File: config.mk
export PLATFORM = sky130hd
export DESIGN_NAME = lsu_wb_flat
export DESIGN_NICKNAME = d
export VERILOG_FILES = /design/src/rtl/lsu_wb_if.sv /design/src/rtl/lsu_wb.sv /design/src/flat_wrapper.sv
export SDC_FILE = /design/constraint.sdc
export NUM_CORES = 1
export LEC_CHECK = 0
export CORE_ASPECT_RATIO = 1.1
export CORE_MARGIN = 2
export CORE_UTILIZATION = 42
export CTS_BUF_LIST = sky130_fd_sc_hd__clkbuf_2 sky130_fd_sc_hd__clkbuf_4 sky130_fd_sc_hd__clkbuf_8
export DETAILED_ROUTE_END_ITERATION = 10
export PLACE_DENSITY = 0.85
export SLEW_MARGIN = 20
export SYNTH_ARGS = -nofsm -noshare
export SYNTH_HDL_FRONTEND = slang
export SYNTH_SLANG_ARGS = --single-unit
File: constraint.sdc
create_clock -name clk -period 1.72 [get_ports clk]
set_input_delay 0.258 -clock clk [delete_from_list [all_inputs] [get_ports clk]]
set_output_delay 0.258 -clock clk [all_outputs]
set_load 0.03 [all_outputs]
File: src/rtl/lsu_wb_if.sv
// lsu_wb_if: single-outstanding request/grant/response data-memory bus
interface lsu_wb_if;
   logic        req;
   logic        we;
   logic [31:0] addr;
   logic [3:0]  wstrb;
   logic [31:0] wdata;
   logic        gnt;
   logic        rvalid;
   logic [31:0] rdata;
   modport master (output req, we, addr, wstrb, wdata, input gnt, rvalid, rdata);
   modport slave  (input req, we, addr, wstrb, wdata, output gnt, rvalid, rdata);
endinterface

File: src/rtl/lsu_wb.sv
// lsu_wb: multi-cycle load/store unit from execute to the register file write port
module lsu_wb #(
   parameter int TIMEOUT = 64,
   parameter int CNT_W   = 8
) (
   input  logic        clk,
   input  logic        rst_n,
   input  logic        I_valid,
   output logic        O_ready,
   input  logic        I_is_store,
   input  logic [2:0]  I_funct3,
   input  logic [31:0] I_addr,
   input  logic [31:0] I_wdata,
   input  logic [4:0]  I_rd_waddr,
   lsu_wb_if.master    mem,
   output logic        O_rd_we,
   output logic [4:0]  O_rd_waddr,
   output logic [31:0] O_rd_wdata,
   output logic        O_done,
   output logic        O_exc,
   output logic [1:0]  O_exc_cause
);
   typedef enum logic [1:0] {IDLE, REQ, WAIT, WB} state_t;
   state_t           state_q, state_d;
   logic             store_q, store_d, req_q, req_d, we_q, we_d;
   logic             rd_we_q, rd_we_d, done_q, done_d, exc_q, exc_d;
   logic [2:0]       f3_q, f3_d;
   logic [1:0]       off_q, off_d, cause_q, cause_d;
   logic [4:0]       rd_q, rd_d;
   logic [3:0]       wstrb_q, wstrb_d;
   logic [31:0]      addr_q, addr_d, wdata_q, wdata_d, data_q, data_d;
   logic [CNT_W-1:0] cnt_q, cnt_d;
   logic             illegal, misal, tmo;
   logic [3:0]       strb;
   logic [31:0]      lane, ext;
   logic [7:0]       ld_b;
   logic [15:0]      ld_h;
   assign illegal = I_is_store ? I_funct3 > 3'b010 : (I_funct3 == 3'b011 || I_funct3[2:1] == 2'b11);
   assign misal   = (I_funct3[1:0] == 2'b01 && I_addr[0]) || (I_funct3[1:0] == 2'b10 && I_addr[1:0] != 2'b00);
   assign strb    = I_funct3[1:0] == 2'b00 ? 4'b0001 << I_addr[1:0] :
                    I_funct3[1:0] == 2'b01 ? 4'b0011 << I_addr[1:0] : 4'b1111;
   assign lane    = I_funct3[1:0] == 2'b00 ? {4{I_wdata[7:0]}} :
                    I_funct3[1:0] == 2'b01 ? {2{I_wdata[15:0]}} : I_wdata;
   assign ld_b    = mem.rdata[{off_q, 3'b000} +: 8];
   assign ld_h    = off_q[1] ? mem.rdata[31:16] : mem.rdata[15:0];
   assign ext     = f3_q[1] ? mem.rdata :
                    f3_q[0] ? {{16{~f3_q[2] & ld_h[15]}}, ld_h} : {{24{~f3_q[2] & ld_b[7]}}, ld_b};
   // >= so a load granted on the last REQ cycle still aborts if rvalid never comes
   assign tmo     = cnt_q >= CNT_W'(TIMEOUT - 1);
   always_comb begin
      state_d = state_q;
      store_d = store_q;
      req_d   = req_q;
      we_d    = we_q;
      f3_d    = f3_q;
      off_d   = off_q;
      rd_d    = rd_q;
      addr_d  = addr_q;
      wstrb_d = wstrb_q;
      wdata_d = wdata_q;
      data_d  = data_q;
      cnt_d   = cnt_q;
      rd_we_d = 1'b0;
      done_d  = 1'b0;
      exc_d   = 1'b0;
      cause_d = 2'b00;
      unique case (state_q)
         IDLE: if (I_valid) begin
            if (illegal || misal) begin
               exc_d   = 1'b1;
               cause_d = illegal ? 2'b10 : 2'b01;
            end else begin
               state_d = REQ;
               store_d = I_is_store;
               req_d   = 1'b1;
               we_d    = I_is_store;
               f3_d    = I_funct3;
               off_d   = I_addr[1:0];
               rd_d    = I_rd_waddr;
               addr_d  = {I_addr[31:2], 2'b00};
               wstrb_d = I_is_store ? strb : 4'b0000;
               wdata_d = lane;
               cnt_d   = '0;
            end
         end
         REQ: begin
            cnt_d = cnt_q + 1'b1;
            if (mem.gnt) begin
               req_d   = 1'b0;
               we_d    = 1'b0;
               state_d = store_q ? IDLE : WAIT;
               done_d  = store_q;
            end else if (tmo) begin
               req_d   = 1'b0;
               we_d    = 1'b0;
               state_d = IDLE;
               exc_d   = 1'b1;
               cause_d = 2'b11;
            end
         end
         WAIT: begin
            cnt_d = cnt_q + 1'b1;
            if (mem.rvalid) begin
               data_d  = ext;
               state_d = WB;
               rd_we_d = rd_q != 5'd0;
               done_d  = 1'b1;
            end else if (tmo) begin
               state_d = IDLE;
               exc_d   = 1'b1;
               cause_d = 2'b11;
            end
         end
         WB: state_d = IDLE;
      endcase
   end
   always_ff @(posedge clk or negedge rst_n) begin
      if (!rst_n) begin
         state_q <= IDLE;
         store_q <= 1'b0;
         req_q   <= 1'b0;
         we_q    <= 1'b0;
         f3_q    <= 3'b000;
         off_q   <= 2'b00;
         rd_q    <= 5'd0;
         addr_q  <= 32'd0;
         wstrb_q <= 4'b0000;
         wdata_q <= 32'd0;
         data_q  <= 32'd0;
         cnt_q   <= '0;
         rd_we_q <= 1'b0;
         done_q  <= 1'b0;
         exc_q   <= 1'b0;
         cause_q <= 2'b00;
      end else begin
         state_q <= state_d;
         store_q <= store_d;
         req_q   <= req_d;
         we_q    <= we_d;
         f3_q    <= f3_d;
         off_q   <= off_d;
         rd_q    <= rd_d;
         addr_q  <= addr_d;
         wstrb_q <= wstrb_d;
         wdata_q <= wdata_d;
         data_q  <= data_d;
         cnt_q   <= cnt_d;
         rd_we_q <= rd_we_d;
         done_q  <= done_d;
         exc_q   <= exc_d;
         cause_q <= cause_d;
      end
   end
   assign O_ready     = state_q == IDLE;
   assign mem.req     = req_q;
   assign mem.we      = we_q;
   assign mem.addr    = addr_q;
   assign mem.wstrb   = wstrb_q;
   assign mem.wdata   = wdata_q;
   assign O_rd_we     = rd_we_q;
   assign O_rd_waddr  = rd_q;
   assign O_rd_wdata  = data_q;
   assign O_done      = done_q;
   assign O_exc       = exc_q;
   assign O_exc_cause = cause_q;
endmodule
File: src/flat_wrapper.sv
// flat-port wrapper written by rule: the top's interface ports become plain ports
module lsu_wb_flat 
#(
   parameter int TIMEOUT = 64,
   parameter int CNT_W   = 8
)
  (clk, rst_n, I_valid, O_ready, I_is_store, I_funct3, I_addr, I_wdata, I_rd_waddr, O_rd_we, O_rd_waddr, O_rd_wdata, O_done, O_exc, O_exc_cause, mem_req, mem_we, mem_addr, mem_wstrb, mem_wdata, mem_gnt, mem_rvalid, mem_rdata);
  lsu_wb_if mem_i ();
  input  logic clk;
  input  logic rst_n;
  input  logic I_valid;
  output logic O_ready;
  input  logic I_is_store;
  input  logic [2:0] I_funct3;
  input  logic [31:0] I_addr;
  input  logic [31:0] I_wdata;
  input  logic [4:0] I_rd_waddr;
  output logic O_rd_we;
  output logic [4:0] O_rd_waddr;
  output logic [31:0] O_rd_wdata;
  output logic O_done;
  output logic O_exc;
  output logic [1:0] O_exc_cause;
  output wire logic [$bits(mem_i.req)-1:0] mem_req;
  output wire logic [$bits(mem_i.we)-1:0] mem_we;
  output wire logic [$bits(mem_i.addr)-1:0] mem_addr;
  output wire logic [$bits(mem_i.wstrb)-1:0] mem_wstrb;
  output wire logic [$bits(mem_i.wdata)-1:0] mem_wdata;
  input wire logic [$bits(mem_i.gnt)-1:0] mem_gnt;
  input wire logic [$bits(mem_i.rvalid)-1:0] mem_rvalid;
  input wire logic [$bits(mem_i.rdata)-1:0] mem_rdata;
  assign mem_req = mem_i.req;
  assign mem_we = mem_i.we;
  assign mem_addr = mem_i.addr;
  assign mem_wstrb = mem_i.wstrb;
  assign mem_wdata = mem_i.wdata;
  assign mem_i.gnt = mem_gnt;
  assign mem_i.rvalid = mem_rvalid;
  assign mem_i.rdata = mem_rdata;
  lsu_wb #(.TIMEOUT(TIMEOUT), .CNT_W(CNT_W)) u_core (.clk(clk), .rst_n(rst_n), .I_valid(I_valid), .O_ready(O_ready), .I_is_store(I_is_store), .I_funct3(I_funct3), .I_addr(I_addr), .I_wdata(I_wdata), .I_rd_waddr(I_rd_waddr), .mem(mem_i), .O_rd_we(O_rd_we), .O_rd_waddr(O_rd_waddr), .O_rd_wdata(O_rd_wdata), .O_done(O_done), .O_exc(O_exc), .O_exc_cause(O_exc_cause));
endmodule
; ---- Yosys cells after proc, flatten, opt, wreduce, memory -nomap -nowiden
; Index checks and enable logic that the tools add are counted.
[op_classes]
add_sub_neg = 1
n_lt_le_gt_ge = 2
eq_ne = 10
shifts = 3
n_mux = 45
bitwise_logic = 4
n_reduce_logical = 17
[op_table]
columns = operator, count
row1 = 32-bit two-way mux, 4
row2 = 32-bit by 6-bit indexed part select with 8-bit output, 1
row3 = 2-bit two-way mux, 12
row4 = 1-bit two-way mux, 16
row5 = 16-bit two-way mux, 1
row6 = 8-bit two-way mux, 2
row7 = 8-bit one-hot mux with 2 select lines, 1
row8 = 4-bit two-way mux, 3
row9 = 8-bit by 1-bit adder with 8-bit output (second input constant), 1
row10 = 2-bit == test (second input constant), 4
row11 = 8-bit by 6-bit >= comparator with 1-bit output (second input constant), 1
row12 = 2-bit one-hot mux with 4 select lines, 1
row13 = 1-bit one-hot mux with 2 select lines, 3
row14 = 2-bit one-hot mux with 3 select lines, 1
row15 = 3-bit AND reduction, 2
row16 = 2-bit nonzero test, 3
row17 = 5-bit nonzero test, 1
row18 = 2-bit by 1-bit == test with 1-bit output (second input constant), 2
row19 = 2-bit zero test, 2
row20 = 2-bit != test (second input constant), 2
row21 = 2-bit AND reduction, 2
row22 = 4-bit AND reduction, 1
row23 = 1-bit by 2-bit << shifter with 4-bit output (first input constant), 1
row24 = 2-bit by 2-bit << shifter with 4-bit output (first input constant), 1
row25 = other kinds (9), 14
[totals]
reg_bits = 126
inputBits = 110
out_inout_bits = 113
elab_cells = 98

; ---- Longest topological paths before layout
[logic_depth]
word_depth = 7
mapped_depth = 8

; ---- Worst setup path after synthesis
; No wires, ideal clock.
[synth_timing]
path_type = register -> register
from = register u_core.state_q[0]
to = register u_core.cnt_q[7]
setup_ns = 0.104
arrival_time_ns = 1.938
t_required_ns = 1.616
setup_slack_ns = -0.322
path_stages_with_launch = 9
path_buffers = 3
path_cell_list = dfrtp_1 -> inv_1 -> ha_1 -> buf_2 -> or2_2 -> buf_2 -> and2_0 -> clkbuf_1 -> o311ai_1
[synth_lines]
columns = item, line_no
row1 = start: declaration, lsu_wb.sv:24  ; state_t state_q, state_d;
row2 = start signal: assignment, lsu_wb.sv:136  ; state_q <= state_d;
row3 = 2-bit zero test (*), -
row4 = named net O_ready, flat_wrapper.sv:12  ; output logic O_ready;
row5 = 2-bit != test (no source line) / 2-bit nonzero test (equally long branches), -
row6 = 3-bit AND reduction (no source line), -
row7 = end signal: assignment, lsu_wb.sv:147  ; cnt_q <= cnt_d;
row8 = end: declaration, lsu_wb.sv:32  ; logic [CNT_W-1:0] cnt_q, cnt_d;
; Mark *: on every way through the listed nets, which the timed path passes. The rest lies on a longest branch.
; A chain may end at the register's enable or synchronous reset.

; ---- Final worst setup path
[layout_timing]
from = register u_core.state_q[1]
to = register u_core.wdata_q[17], in the netlist u_core.mem.wdata[17]
[layout_between]
elab_chain_cells = 2
[layout_rtl]
columns = item, line_no
row1 = 2-bit zero test, lsu_wb.sv:67  ; unique case (state_q)
row2 = 3-bit AND reduction (no source line), -
row3 = end signal: assignment, lsu_wb.sv:145  ; wdata_q <= wdata_d;
row4 = end: declaration, lsu_wb.sv:31  ; logic [31:0] addr_q, addr_d, wdata_q, wdata_d, data_q, data_d;
; Every way passes these cells.

==> key figures <==
Timing
  – Worst clock skew: 0.01237 ns
  – Slew Viols, Final: 0
  – Setup ws final: -0.07893 ns
  – Tmin final: between 1.5 and 2 ns
  – Final period util: 104.6%
  – WHS: 0.3318 ns
  – RSZ-0062 raised after global routing: true
  – Final hold vios: 0
  – Setup violators final: 65
  – Maximum clock frequency: 0.5559 GHz

Floorplan
  – IO Count: 223
  – Die Width: 118.5 um
  – Core Area: 14270 um2
  – Site row count: 46
  – Die Y: 129.9 um
  – Initial Util: 42.40%
  – Die Area: 15390 um2

Power and ir drop
  – Total power: approximately 16 mW
  – Pleak: 4.579 nW
  – Pwr Density: 1701 nW/um2
  – Max IR drop VDD: around 1.0 mV

Synthesis
  – #FFs+latches synth: 126
  – Netlist Area Pre-Place: 6052 um2
  – Largest area contributor in the netlist: dfrtp_1
  – YS warnings: 0
  – Cells after Synth: 677
  – Syn_area_per_cell: 8.940 um2
  – Ys flop type: dfrtp_1
  – Post-synth ARST share: 100.0%
  – Distinct cell type count after synthesis: 47
  – EDFF count, synth: 0
  – Synth top area cells: dfrtp_1 52%, nand2_1 13%, mux2i_1 5.0%, o21ai_0 4.5%, a21oi_1 4.0%
  – Post-synthesis sequential area ratio: 52.10%
  – Post-synth top area share: 52.10%

Setup path
  – CP required: 2.08 ns
  – Arr. time, crit path: 2.15 ns
  – Crit path kind: reg -> reg
  – CP Max Fanout: 9
  – Crit path capture type: flop
  – Critical Path Start Type: flop

Drt
  – Max layer used: met4
  – Final WL: between 15 and 20 mm
  – Vias per std cell: 5.239
  – Drt initial violations: 452
  – Met3 Wirelength: 1.480 mm
  – Via count: 5999
  – Met2 Routed Length: 9.781 mm
  – Metal-1 WL: about 7.7 mm
  – Wire length per cell: 17.04 um
  – DR pass1 iterations: 5
  – Antenna viol nets, final: 0
  – Residual DRC: 0

Status
  – Outcome: finished, violations left
  – Failing checks: negative setup slack

Clock network
  – Clock latency on the worst-skew pair: 0.45 ns
  – Root Driver: clkbuf_8
  – CTS Buf Count: 17
  – Maximum root-to-sink buffer count: 2
  – Clock sinks: 126
  – # H-tree levels: 4
  – Clock transition at path regs: 0.08 ns
  – CTS tree: built

Job
  – Max Cap Viol: 0

Placement
  – Port buffer count: 220
  – Cells after DPL: 1102
  – GP Congestion: 0.8956
  – Dpl cell area: 8806 um2
  – Post-DP HPWL: 13.28 mm

GRT
  – First-pass GRT wire length: 29.61 mm
  – Largest net degree at the start of global routing: 86
  – Aggregate global routing overflow: 0
  – GRT Overall Usage: 24.34%
  – Initial antenna violation count: 0
  – Number of global-route vias before repair: 5895

Layout
  – Layout area overhead: 54.74%
  – Final instance area: 9365 um2
  – Most frequent cells in the layout: 199 x nand2_1, 126 x dfrtp_1, 110 x dlygate4sd2_1, 107 x clkdlybuf4s50_1, 50 x buf_4
  – Nets: 1059
  – Commonest non-fill, non-tap cell in the layout: nand2_1
  – Fillcell total: 1212
  – Non-Filler Instances: about 1100
  – Layout cell share with drive strength beyond 1: 15.01%
  – Ant. Diodes: 0
  – Final Util: 65.61%

Worst hold path
  – Hold Crit Class: in -> reg
==> critical path, cell delays in order (launching register included) <==
cell	delay, ns
dfrtp_1	0.40
inv_2	0.10
ha_4	0.17
nand2_4	0.07
a2111o_2	0.44
buf_12	0.17
clkbuf_16	0.17
o21ai_0	0.20
==> per-layer routing <==
metal	vias to the layer above	track usage [%]
met3	44	8.523
li1	2812	-
met1	2894	27.82
met2	249	42.16
met5	-	0
met4	0	9.804
==> worst paths after layout <==
path | startpoint | to | slack, ns | depth (start not counted)
worst max-delay path | u_core.state_q[1] | u_core.mem.wdata[17] | -0.08 | 7
worst min register to register | u_core.mem.addr[29] | u_core.mem.addr[29] | 0.47 | 2
worst min-delay path | I_addr[20] | u_core.mem.addr[20] | 0.33 | 3
worst max register to register | u_core.state_q[1] | u_core.mem.wdata[17] | -0.08 | 7
max in group asynchronous | rst_n | u_core.mem.wdata[12] | 0.92 | 3
min in group asynchronous | rst_n | u_core.O_rd_wdata[12] | 0.34 | 3
==> cell usage after synthesis, drive strengths merged (8+ instances only) <==
master / n
mux2i: 30
a21oi: 48
nand2: 211
or3: 8
nand3: 14
mux2: 9
clkbuf: 19
ha: 9
o21ai: 72
buf: 24
dfrtp: 126
nor2: 36
==> area by class of cell <==
cell class / count / area [um2] / area share [%]
Clock buffer: 18 / 247.7 / 2.645
Clock inverter: 14 / 131.4 / 1.403
Inverter: 8 / 30.03 / 0.3206
Multi-Input combinational cell: 501 / 2803 / 29.93
Sequential cell: 126 / 3153 / 33.67
Tap cell: 192 / 240.2 / 2.565
Timing Repair Buffer: 286 / 2760 / 29.47
==> flip-flops by register name, summed over array words and instances (netlist names), 2 cells and up <==
register / count
u_core.mem.wdata: 32
u_core.cnt_q: 8
u_core.O_exc_cause: 2
u_core.state_q: 2
u_core.f3_q: 3
u_core.O_rd_wdata: 32
u_core.mem.wstrb: 4
u_core.off_q: 2
u_core.O_rd_waddr: 5
u_core.mem.addr: 30
==> cell families after synthesis <==
logic type | count (synthesis) | share of synthesized area [%]
compound gates | 148 | 14.08
fa+ha+maj | 9 | 1.861
buf+inv | 51 | 3.763
flops | 126 | 52.10
mux | 40 | 7.009
other cells | 1 | 0.06196
simple gates | 302 | 21.13
==> metrics by stage <==
step | setup slack [ns] | setup TNS, ns
floorplan | 0.01075 | 0
global placement | -0.4392 | -38.43
detailed placement | -0.5051 | -42.93
CTS | 0.004225 | 0
global route | -0.1128 | -4.851
finish | -0.07893 | -1.091
==> power by group <==
| part | leakage, nW | switching (mW) | total [mW] | internal, mW |
|---|---|---|---|---|
| sequential | 1.57 | 0.840 | 5.15 | 4.31 |
| combinational | 2.81 | 5.26 | 8.27 | 3.02 |
| clock | 0.195 | 1.30 | 2.51 | 1.20 |
| total | 4.58 | 7.40 | 15.9 | 8.53 |
==> timing repair <==
action,4_1_cts,5_1_grt
gates cloned,1,5
setup buffers,2,2
gates resized for setup,119,44
pin swaps,2,3
hold endpoints to repair,126,0
hold buffers,1,0
setup endpoints to repair,188,77
Note: power is estimated with default switching activity, not from simulation.
